### config.mk
export PLATFORM = sky130hd
export DESIGN_NAME = interval_scheduler
export DESIGN_NICKNAME = d
export VERILOG_FILES = /design/src/rtl/sched_pkg.sv /design/src/rtl/rr_arbiter.sv /design/src/rtl/interval_scheduler.sv
export SDC_FILE = /design/constraint.sdc
export NUM_CORES = 1
export LEC_CHECK = 0
export CAP_MARGIN = 10
export CORE_UTILIZATION = 44
export CTS_CLUSTER_SIZE = 10
export DETAILED_ROUTE_END_ITERATION = 12
export PLACE_DENSITY = 0.88
export SKIP_LAST_GASP = 1
export SYNTH_ARGS = -nofsm -noshare
export SYNTH_HDL_FRONTEND = slang
export SYNTH_SLANG_ARGS = --single-unit
export TNS_END_PERCENT = 1
### constraint.sdc
create_clock -name clk -period 3.2 [get_ports clk]
set_clock_uncertainty 0.2 [all_clocks]
set_input_delay 0.96 -clock clk [delete_from_list [all_inputs] [get_ports clk]]
set_output_delay 0.96 -clock clk [all_outputs]
set_load 0.05 [all_outputs]
### src/rtl/sched_pkg.sv
// Shared types for the interval scheduler: FSM state encoding and
// the upper bound on the number of requesters.
package sched_pkg;

    localparam int NREQ_MAX = 8;

    typedef enum logic [1:0] {
        S_IDLE,
        S_RUN,
        S_DONE
    } state_t;

endpackage

### src/rtl/rr_arbiter.sv
// Combinational round-robin arbiter: the search starts one past the pointer
// and wraps, so the last-served requester has lowest priority.
module rr_arbiter #(
    parameter int NREQ = 4
) (
    input  logic [NREQ-1:0]         req,
    input  logic [$clog2(NREQ)-1:0] pointer,
    output logic [NREQ-1:0]         gnt_onehot,
    output logic [$clog2(NREQ)-1:0] gnt_idx,
    output logic                    any
);

    localparam int IW = $clog2(NREQ);

    logic [IW-1:0] idx;

    // NOTE: every output of a combinational block gets a default before any
    // branch, so no path can leave it unassigned and infer a latch.
    always_comb begin
        gnt_onehot = '0;
        gnt_idx    = '0;
        any        = 1'b0;
        idx        = '0;
        for (int off = 1; off <= NREQ; off++) begin
            idx = IW'((int'(pointer) + off) % NREQ);
            if (!any && req[idx]) begin
                any             = 1'b1;
                gnt_idx         = idx;
                gnt_onehot[idx] = 1'b1;
            end
        end
    end

endmodule

### src/rtl/interval_scheduler.sv
// Shares one interval counter between NREQ requesters: round-robin grant,
// count prescaler ticks up to the owner's delay, then pulse its done bit.
module interval_scheduler
    import sched_pkg::*;
#(
    parameter int NREQ = 4,
    parameter int W    = 8
) (
    input  logic              clk,
    input  logic              reset,
    input  logic              tick_en,
    input  logic [NREQ-1:0]   req,
    input  logic [NREQ*W-1:0] delay,
    output logic [NREQ-1:0]   grant,
    output logic [NREQ-1:0]   done,
    output logic              busy,
    output logic [W-1:0]      count
);

    localparam int IW = $clog2(NREQ);

    state_t          state_q, state_d;
    logic [NREQ-1:0] grant_q, grant_d;
    logic [NREQ-1:0] done_q, done_d;
    logic            busy_q, busy_d;
    logic [W-1:0]    count_q, count_d;
    logic [W-1:0]    dly_q, dly_d;
    logic [IW-1:0]   ptr_q, ptr_d;
    logic [IW-1:0]   owner_q, owner_d;

    logic [NREQ-1:0] arb_gnt;
    logic [IW-1:0]   arb_idx;
    logic            arb_any;
    logic [W-1:0]    dly_sel;

    rr_arbiter #(.NREQ(NREQ)) u_arb (
        .req        (req),
        .pointer    (ptr_q),
        .gnt_onehot (arb_gnt),
        .gnt_idx    (arb_idx),
        .any        (arb_any)
    );

    always_comb begin
        dly_sel = '0;
        for (int i = 0; i < NREQ; i++) begin
            if (arb_idx == IW'(i)) dly_sel = delay[i*W +: W];
        end
    end

    always_comb begin
        state_d = state_q;
        grant_d = grant_q;
        done_d  = '0;
        busy_d  = busy_q;
        count_d = count_q;
        dly_d   = dly_q;
        ptr_d   = ptr_q;
        owner_d = owner_q;
        unique case (state_q)
            S_IDLE: begin
                grant_d = '0;
                if (arb_any) begin
                    dly_d   = dly_sel;
                    count_d = '0;
                    grant_d = arb_gnt;
                    owner_d = arb_idx;
                    busy_d  = 1'b1;
                    state_d = S_RUN;
                end
            end
            S_RUN: begin
                // Owner dropped its request: release silently, skip it next time.
                if ((req & grant_q) == '0) begin
                    grant_d = '0;
                    busy_d  = 1'b0;
                    ptr_d   = owner_q;
                    state_d = S_IDLE;
                end else if (count_q == dly_q) begin
                    done_d  = grant_q;
                    state_d = S_DONE;
                end else if (tick_en) begin
                    count_d = count_q + 1'b1;
                end
            end
            S_DONE: begin
                grant_d = '0;
                busy_d  = 1'b0;
                ptr_d   = owner_q;
                state_d = S_IDLE;
            end
            default: state_d = S_IDLE;
        endcase
    end

    // NOTE: sequential state uses non-blocking assignments so every flop
    // samples its _d value from before the edge, independent of statement order.
    always_ff @(posedge clk) begin
        // NOTE: all state is reset, including the latched delay; these are
        // plain registers, not a memory array, so the cost is negligible.
        if (reset) begin
            state_q <= S_IDLE;
            grant_q <= '0;
            done_q  <= '0;
            busy_q  <= 1'b0;
            count_q <= '0;
            dly_q   <= '0;
            ptr_q   <= IW'(NREQ - 1);
            owner_q <= '0;
        end else begin
            state_q <= state_d;
            grant_q <= grant_d;
            done_q  <= done_d;
            busy_q  <= busy_d;
            count_q <= count_d;
            dly_q   <= dly_d;
            ptr_q   <= ptr_d;
            owner_q <= owner_d;
        end
    end

    assign grant = grant_q;
    assign done  = done_q;
    assign busy  = busy_q;
    assign count = count_q;

endmodule

==> flow_metrics.tcl <==
set metrics [dict create \
    outcome "finished, violations left" \
    failed_checks "design-rule violations" \
    die_h_um 70.65 \
    p_seq_share_pct 28.2 \
    drt_iter0_markers 170 \
    place.gp.congestion 0.8347 \
    power.switching_uw 757.6 \
    hpwl_um 4122 \
    avgViaCountPerCell 5.743 \
    initial_core_util_pct 46.65 \
    cts_tree "yes" \
    clock_latency_ps 290 \
    muxShareOfSynthArea_pct 14.48 \
    sw_frac_of_total_pct 38.93 \
    layout-drive-gt1-share_pct 16.03 \
    dr.pass1.iters 8 \
    async_reset_ff_share_pct 0 \
    crit_type "in2reg" \
    rsz0062_at_grt "no" \
    die-area_sq_um 4991 \
    grt_max_degree 18 \
    slew_headroom_pct 54.16 \
    p_comb_share_pct 51.1 \
    synth_flop_cell "dfxtp_1" \
    antenna_found_initial 0 \
    synth_top_family_by_area "compound AO/OA/AOI/OAI gates" \
    yosys.area.top_type_share_pct 29.93 \
    power_density_nw_per_um2 669.2 \
    final_common_cell "clkdlybuf4s50_1" \
    grt_pass1_wl_um 8687 \
    grt_pass1_vias 1783 \
    maxSlewViolCount 0 \
    p_leak_uw 0.001156 \
    syn-num-nets 269 \
    rows 24 \
    final_area_sq_um 2908 \
    period_minus_slack_ps 2874 \
    worst-slew-pin-transition_ps 670.2 \
    synthXorXnorAreaFrac_pct 6.337 \
    fmax_mhz 347.9 \
    vdd_ir_drop_max_mv 0.3869 \
    syn_inst 218 \
    cts_made_buffers 5 \
    netlist.top_cell.by_area "dfxtp_1" \
    synthSimpleGateAreaFrac_pct 16.48 \
    worstSetupStartpointType "primary input" \
    grt_use_total_pct 22.36 \
    io_pins 56 \
    antenna_left 0 \
    path_max_fanout 8 \
    synth_seq_area_share_pct 29.93 \
    clkSinkCount 31 \
    numPortBuffers 55 \
    wl_um 5610 \
    tns_ps 0 \
    overflow 0 \
    period_share_pct 89.82 \
    synth_cell_types 42 \
    drcViolationCount 4 \
    antenna_cells 0 \
    fin_nets 337 \
    critPathCaptureType "flip-flop" \
    synth_edf_count 0 \
    cap_violations 0 \
    yosys_warnings 0 \
    hold_class "reg2reg" \
    cp.arrival_ps 2890 \
    hold_violations 0 \
    synth.area.top_cells "dfxtp_1 (30%), mux2i_1 (10%), ha_1 (7.2%)" \
    mostFrequentLayoutCells "clkdlybuf4s50_1 (51), dfxtp_1 (31), nor2_1 (23), mux2i_1 (20), nand2_1 (17)" \
    whs_ps 305.3 \
    clock_power_share_pct 20.7 \
    synthAdderAreaFrac_pct 7.242 \
    hold_buffers 0 \
    p_int_uw 1188 \
    wire_per_inst_um 16.55 \
    synth_compound_area_share_pct 20.70 \
    finalSetupViolCount 0 \
    placed_area_sq_um 2760 \
    cts.path.max_buffers 2 \
    fp.dieW_um 70.65 \
    clockRootBuffer "clkbuf_8" \
    vias 1947 \
    required_ps 3220 \
    syn_to_final_growth_pct 40.25 \
    netlist_area_sq_um 2073 \
    cts.clk_slew.worst_paths_ps 70 \
    core-area_sq_um 4444 \
    synth_seq_cells 31 \
    htree_levels 2 \
    syn_avg_cell_area_sq_um 9.510 \
]
-- worst max-delay path, cell delays in order --
cell and delay (ps):
dlymetal6s2s_1 150, mux4_2 480, or2_4 280, or4_4 520, nand2_4 110, nand3_4 160, o221ai_2 220
-- synthesized netlist by cell type (2+ instances only) --
| cell type | count |
|---|---|
| dfxtp_1 | 31 |
| nor2_1 | 23 |
| mux2i_1 | 21 |
| nand2_1 | 17 |
| xnor2_1 | 15 |
| ha_1 | 12 |
| a211oi_1 | 8 |
| inv_1 | 8 |
| o221ai_2 | 8 |
| a22oi_1 | 6 |
| and2_1 | 6 |
| clkbuf_1 | 5 |
| a21oi_1 | 4 |
| a221o_1 | 4 |
| a22o_1 | 4 |
| mux4_2 | 4 |
| and3_1 | 3 |
| buf_6 | 3 |
| nand3_1 | 3 |
| nand4_1 | 3 |
| nor4_1 | 3 |
| a211o_1 | 2 |
| a221oi_1 | 2 |
| buf_2 | 2 |
| nand2b_1 | 2 |
| nor2b_1 | 2 |
| o21ai_0 | 2 |
-- kinds of logic (layout without fill, tap and decap cells) --
logic type	Yosys count	after routing
XOR/XNOR	15	15
adder cells (fa/ha/maj)	12	12
AND/OR/NAND/NOR	68	68
flip-flops	31	31
AO/OA/AOI/OAI	48	48
multiplexers	25	25
buffers and inverters	19	88
-- final cells by class --
| class | count | area (sq um) |
|---|---|---|
| Clock buffer | 6 | 82.58 |
| Clock inverter | 2 | 35.03 |
| Fill cell | 326 | 1536 |
| Inverter | 8 | 30.03 |
| Multi-Input combinational cell | 168 | 1374 |
| Sequential cell | 31 | 620.6 |
| Tap cell | 52 | 65.06 |
| Timing Repair Buffer | 72 | 700.7 |
-- what timing repair did --
item / 4_1_cts / 5_1_grt
pin swaps: 0 / 4
resized for setup: 3 / 5
endpoints found under the setup margin: 8 / 8
buffers inserted: 0 / 1
-- final timing paths --
kind	startpoint	end	slack, ps	cells after the start
worst max-delay path	req[0]	dly_q[0]$_SDFFE_PP0P_	330	7
worst min-delay path	dly_q[7]$_SDFFE_PP0P_	dly_q[7]$_SDFFE_PP0P_	310	2
worst max register to register	ptr_q[0]$_SDFFE_PP1P_	grant[1]$_SDFFE_PP0P_	380	9
worst min register to register	dly_q[7]$_SDFFE_PP0P_	dly_q[7]$_SDFFE_PP0P_	310	2
-- flip-flops by register name (all words and copies together), names as in the netlist --
name     cells
grant        4
done         4
owner_q      2
count        8
dly_q        8
busy         1
ptr_q        2
state_q      2
-- power groups by stage --
stage               Clock (uW)  Combinational, uW  Sequential, uW
floorplan                    0                658             594
global placement             0                934             550
detailed placement           0                962             549
CTS                        402                983             545
global route               423               1060             559
finish                     402                995             549
-- metal layers --
layer  track usage (%)  wire length, um
met1             28.14             2375
met2             38.73             2846
met3             4.701              322
met4             6.667               65
met5                 0                0
-- through the flow --
stage	worst slack (ps)	util, %	power, uW	cells
2_1_floorplan	1.756	-	1252	218
3_3_place_gp	-272.0	62.11	1484	330
3_5_place_dp	-335.0	62.11	1511	330
4_1_cts	6.164	64.95	1930	338
5_1_grt	249.0	65.43	2046	339
6_report	325.6	65.43	1946	339
Power figures use the tool's default switching activity.
